**src/rtl/rv32i_mc_controller.sv**
```systemverilog
// Main control FSM of the multicycle RV32I datapath.
// Sequences fetch/decode/execute/memory/writeback and stalls on mem_ready.
module rv32i_mc_controller (
    input  logic       clk,
    input  logic       reset,
    input  logic [6:0] op,
    input  logic       zero,
    input  logic       mem_ready,
    output logic       PCWrite,
    output logic       AdrSrc,
    output logic       IRWrite,
    output logic       MemWrite,
    output logic       RegWrite,
    output logic [1:0] ResultSrc,
    output logic [1:0] ALUSrcA,
    output logic [1:0] ALUSrcB,
    output logic [1:0] ALUOp,
    output logic       instr_done,
    output logic       illegal_instr,
    output logic [3:0] state_o
);

    typedef enum logic [3:0] {
        S_FETCH    = 4'd0,
        S_DECODE   = 4'd1,
        S_MEMADR   = 4'd2,
        S_MEMREAD  = 4'd3,
        S_MEMWB    = 4'd4,
        S_MEMWRITE = 4'd5,
        S_EXECUTER = 4'd6,
        S_EXECUTEI = 4'd7,
        S_ALUWB    = 4'd8,
        S_BEQ      = 4'd9,
        S_JAL      = 4'd10,
        S_TRAP     = 4'd11
    } state_t;

    localparam logic [6:0] OP_LW  = 7'b0000011;
    localparam logic [6:0] OP_SW  = 7'b0100011;
    localparam logic [6:0] OP_R   = 7'b0110011;
    localparam logic [6:0] OP_I   = 7'b0010011;
    localparam logic [6:0] OP_BEQ = 7'b1100011;
    localparam logic [6:0] OP_JAL = 7'b1101111;

    state_t state;
    state_t state_next;
    logic   pc_update;
    logic   branch;

    always_ff @(posedge clk) begin
        if (reset) state <= S_FETCH;
        else       state <= state_next;
    end

    always_comb begin
        state_next = state;
        unique case (state)
            S_FETCH:    if (mem_ready) state_next = S_DECODE;
            S_DECODE: begin
                case (op)
                    OP_LW, OP_SW: state_next = S_MEMADR;
                    OP_R:         state_next = S_EXECUTER;
                    OP_I:         state_next = S_EXECUTEI;
                    OP_BEQ:       state_next = S_BEQ;
                    OP_JAL:       state_next = S_JAL;
                    default:      state_next = S_TRAP;
                endcase
            end
            S_MEMADR:   state_next = (op == OP_LW) ? S_MEMREAD : S_MEMWRITE;
            S_MEMREAD:  if (mem_ready) state_next = S_MEMWB;
            S_MEMWB:    state_next = S_FETCH;
            S_MEMWRITE: if (mem_ready) state_next = S_FETCH;
            S_EXECUTER: state_next = S_ALUWB;
            S_EXECUTEI: state_next = S_ALUWB;
            S_ALUWB:    state_next = S_FETCH;
            S_BEQ:      state_next = S_FETCH;
            S_JAL:      state_next = S_ALUWB;
            S_TRAP:     state_next = S_TRAP;
            default:    state_next = S_TRAP;
        endcase
    end

    // reset masks every strobe and select in the same cycle it is seen
    always_comb begin
        AdrSrc        = 1'b0;
        IRWrite       = 1'b0;
        MemWrite      = 1'b0;
        RegWrite      = 1'b0;
        ResultSrc     = 2'b00;
        ALUSrcA       = 2'b00;
        ALUSrcB       = 2'b00;
        ALUOp         = 2'b00;
        instr_done    = 1'b0;
        illegal_instr = 1'b0;
        pc_update     = 1'b0;
        branch        = 1'b0;
        if (!reset) begin
            unique case (state)
                S_FETCH: begin
                    ALUSrcB   = 2'b10;
                    ResultSrc = 2'b10;
                    IRWrite   = mem_ready;
                    pc_update = mem_ready;
                end
                S_DECODE: begin
                    ALUSrcA = 2'b01;
                    ALUSrcB = 2'b01;
                end
                S_MEMADR: begin
                    ALUSrcA = 2'b10;
                    ALUSrcB = 2'b01;
                end
                S_MEMREAD:  AdrSrc = 1'b1;
                S_MEMWB: begin
                    ResultSrc  = 2'b01;
                    RegWrite   = 1'b1;
                    instr_done = 1'b1;
                end
                S_MEMWRITE: begin
                    AdrSrc     = 1'b1;
                    MemWrite   = 1'b1;
                    instr_done = mem_ready;
                end
                S_EXECUTER: begin
                    ALUSrcA = 2'b10;
                    ALUOp   = 2'b10;
                end
                S_EXECUTEI: begin
                    ALUSrcA = 2'b10;
                    ALUSrcB = 2'b01;
                    ALUOp   = 2'b10;
                end
                S_ALUWB: begin
                    RegWrite   = 1'b1;
                    instr_done = 1'b1;
                end
                S_BEQ: begin
                    ALUSrcA    = 2'b10;
                    ALUOp      = 2'b01;
                    branch     = 1'b1;
                    instr_done = 1'b1;
                end
                S_JAL: begin
                    ALUSrcA   = 2'b01;
                    ALUSrcB   = 2'b10;
                    pc_update = 1'b1;
                end
                S_TRAP:  illegal_instr = 1'b1;
                default: illegal_instr = 1'b0;
            endcase
        end
    end

    assign PCWrite = pc_update | (branch & zero);
    assign state_o = state;

endmodule
```
**config.mk**
```make
export PLATFORM = sky130hd
export DESIGN_NAME = rv32i_mc_controller
export DESIGN_NICKNAME = d
export VERILOG_FILES = /design/src/rtl/rv32i_mc_controller.sv
export SDC_FILE = /design/constraint.sdc
export NUM_CORES = 1
export LEC_CHECK = 0
export ABC_AREA = 1
export CORE_AREA = 2 2 39 41
export CTS_BUF_LIST = sky130_fd_sc_hd__clkbuf_4
export DETAILED_ROUTE_END_ITERATION = 8
export DIE_AREA = 0 0 41 43
export GPL_TIMING_DRIVEN = 1
export PLACE_DENSITY = 0.88
export SYNTH_ARGS = -nofsm -noshare
export SYNTH_HDL_FRONTEND = slang
export SYNTH_SLANG_ARGS = --single-unit
export TNS_END_PERCENT = 30
```
**constraint.sdc**
```tcl
create_clock -name clk -period 2.55 [get_ports clk]
set_input_delay 0.765 -clock clk [delete_from_list [all_inputs] [get_ports clk]]
set_output_delay 0.765 -clock clk [all_outputs]
set_load 0.01 [all_outputs]
```
==> flow_results.org <==
** Global routing
- In the global route stage, overall resource usage came out at 21.6%.
- Initial antenna violation count :: 0
- Leftover overflow at the end of global routing :: 0
- Global-route wire length before repair :: 2680 µm
- Pin count of the biggest net entering global routing :: 8
- The via count of the first global-routing pass is 700.

** Power and ir drop
- In this run the power density over the cells is 857 nW/µm².
- Leakage component of the power :: 0.477 nW
- Total Power Consumption :: 0.765 mW
- Max rail drop VDD :: 559 µV

** Clocking
- Number of CTS-inserted buffers :: 3
- CTS built an H-tree with a depth of 1.
- The cell sitting at the root of the clock tree is a sky130_fd_sc_hd__clkbuf_4.
- TritonCTS built the clock tree.
- Source-to-sink clock delay at the later pin of the worst-skew pair :: 240 ps
- Counting every sink on the clock net gives 4.
- In this run the post-CTS setup repair buffer count came out at 0.
- CTS max path bufs :: 2
- Clock-pin slew reported for the worst setup and hold paths after clock tree synthesis :: 40 ps

** Routing
- Vias :: 756
- After detailed routing, the number of remaining DRC violations is 0.
- Drt first-iter violations :: 17
- In the final routed layout, each cell accounts on average for 10.9 µm.
- The first detailed-routing pass took 4 iterations.
- The routed design has 1700 µm of wire.
- The count of nets left with antenna violations once routing finished came out at 0.
- Average vias per placed instance :: 4.85

** Critical path
- Launching element type of the critical path :: primary input
- Required time of the worst setup path :: 1790 ps
- The worst setup path is of the in -> out kind.
- Critical Path AT :: 1720 ps
- Along the worst path, the maximum fanout reaches 6.
- Crit end category :: output port

** Logic synthesis
- Mean post-synth cell area :: 5.27 µm²
- Post-synth cell types :: 22
- In this run, synthesis produced a sequential element count of 4.
- Sequential fraction of the synthesis area :: 14.7%
- In the synthesized netlist, the number of instances is 103.
- Count of warnings emitted by yosys :: 0
- Synthesized cell area :: 543 µm²
- The number of nets handed over by synthesis was 114.

** Min path
- Worst hold-check path type :: reg -> reg

** Layout
- Number of inserted diodes :: 0
- Leading cell type in the layout, fill and taps excluded :: sky130_fd_sc_hd__nand2_1
- Layout filler cell count :: 134
- For this run, the post-layout net count is 153.
- In the layout the commonest cells are sky130_fd_sc_hd__nand2_1 (30), sky130_fd_sc_hd__nor2_1 (15), sky130_fd_sc_hd__dlygate4sd2_1 (14).
- The post-route netlist has 22.1% of its cells at a drive strength greater than 1.
- After routing the design area is 892 µm².
- Area growth from synthesis to final layout :: 64.3%
- The register with the most flip-flops in the layout has 4 of them.

** STA
- The count of final max-slew check failures came to 0.
- Setup repair after global routing left no endpoint under its margin.
- Final critical-path required period :: 2490 ps
- Final Skew :: 7.73 ps
- The final hold violation count came to 0.
- Derived from the worst setup path, the maximum achievable clock frequency is 402 MHz.
- Tcrit/Tclk final :: 97.5%
- Number of setup violations in the final report :: 0
- Normalized max-slew margin :: 81.5%
- At the pin with the least slew margin, the transition time is 278 ps.

** Flow run
- Max Cap Viol :: 0

** Placement
- The congestion estimate from routability-driven global placement came to 0.875.
- Buffers placed on the I/O ports in this run total 29.
- After detailed placement, the total cell area comes to 891 µm².
- Detailed Place HPWL :: 1400 µm

** Die
- Total number of placement rows :: 14
- The die covers 1760 µm².
- Once the floorplan was initialized, standard cells occupied 39.2% of the core.
- The core region is 1380 µm².
- DIE HEIGHT :: 43 µm
- Die W :: 41 µm
- Top-level I/O count :: 30

** Run status
- Run status :: finished clean
power by group:
part           leakage, nW  switching (mW)  internal, mW  total [mW]
Clock               0.0138          0.0285        0.0528      0.0813
Sequential          0.0329          0.0430        0.0874       0.130
Combinational        0.431           0.311         0.242       0.553
Total                0.477           0.383         0.382       0.765
kinds of logic (layout without fill, tap and decap cells):
family	Yosys count	after routing	share of synthesized area [%]
buffers and inverters	20	57	15.4
AOI/OAI and AO/OA	14	14	15.0
DFF	4	4	14.7
and+or+nand+nor	65	65	54.8
critical path, stage by stage:
cell                            delay [ps]
sky130_fd_sc_hd__dlygate4sd2_1         280
sky130_fd_sc_hd__buf_4                 170
sky130_fd_sc_hd__nor4_1                210
sky130_fd_sc_hd__dlygate4sd2_1         300
timing repair:
action	in CTS	in global routing
hold endpoints to repair	0	0
resized for setup	20	3
hold buffers	0	0
endpoints found under the setup margin	15	2
worst paths after layout:
kind / startpoint / end / slack (ps) / cells past startpoint
worst max register to register: state_o[1] / state_o[0] / 1290 / 8
worst max-delay path: reset / ResultSrc[0] / 60 / 4
worst min register to register: state_o[2] / state_o[2] / 550 / 2
worst min-delay path: state_o[2] / state_o[2] / 550 / 2
metal layers:
metal	up-vias	part of all wire (%)	track usage, %
met1	331	44	26.2
met5	-	0	0
li1	397	-	-
met2	24	51	33.8
met3	4	3.4	4.19
met4	0	1.7	12.0
cell usage after synthesis (all sizes together):
library cell | count | area (µm²)
inv | 16 | 60.1
a21oi | 7 | 42.5
buf | 2 | 15.0
o2111ai | 1 | 8.76
nor2 | 21 | 101
nor3 | 1 | 5.00
nand2 | 34 | 138
clkinv | 2 | 8.75
nor4 | 1 | 6.26
dfxtp | 4 | 80.1
o21ai | 6 | 30.0
nand3b | 1 | 7.51
nand3 | 7 | 40.0
layout make-up:
cell class / count / area [µm²] / area share, %
multi-input cells: 79 / 382 / 42.8
repair buffers: 36 / 319 / 35.8
flip-flops and latches: 4 / 80.1 / 8.98
inverters: 18 / 68.8 / 7.71
clock buffers: 3 / 22.5 / 2.52
well taps: 16 / 20.0 / 2.24
through the flow:
stage | hold slack [ps] | instances | worst slack (ps) | util (%) | TNS [ps]
finish | 554 | 156 | 64.2 | 64.5 | 0
floorplan | 557 | 103 | 432 | - | 0
CTS | 549 | 156 | 21.8 | 64.6 | 0
global route | 562 | 156 | 1.75 | 64.5 | 0
global placement | 545 | 153 | -429 | 64.4 | -4790
detailed placement | 543 | 153 | -461 | 64.4 | -5210
No activity file was read; power rests on OpenSTA's default activity.
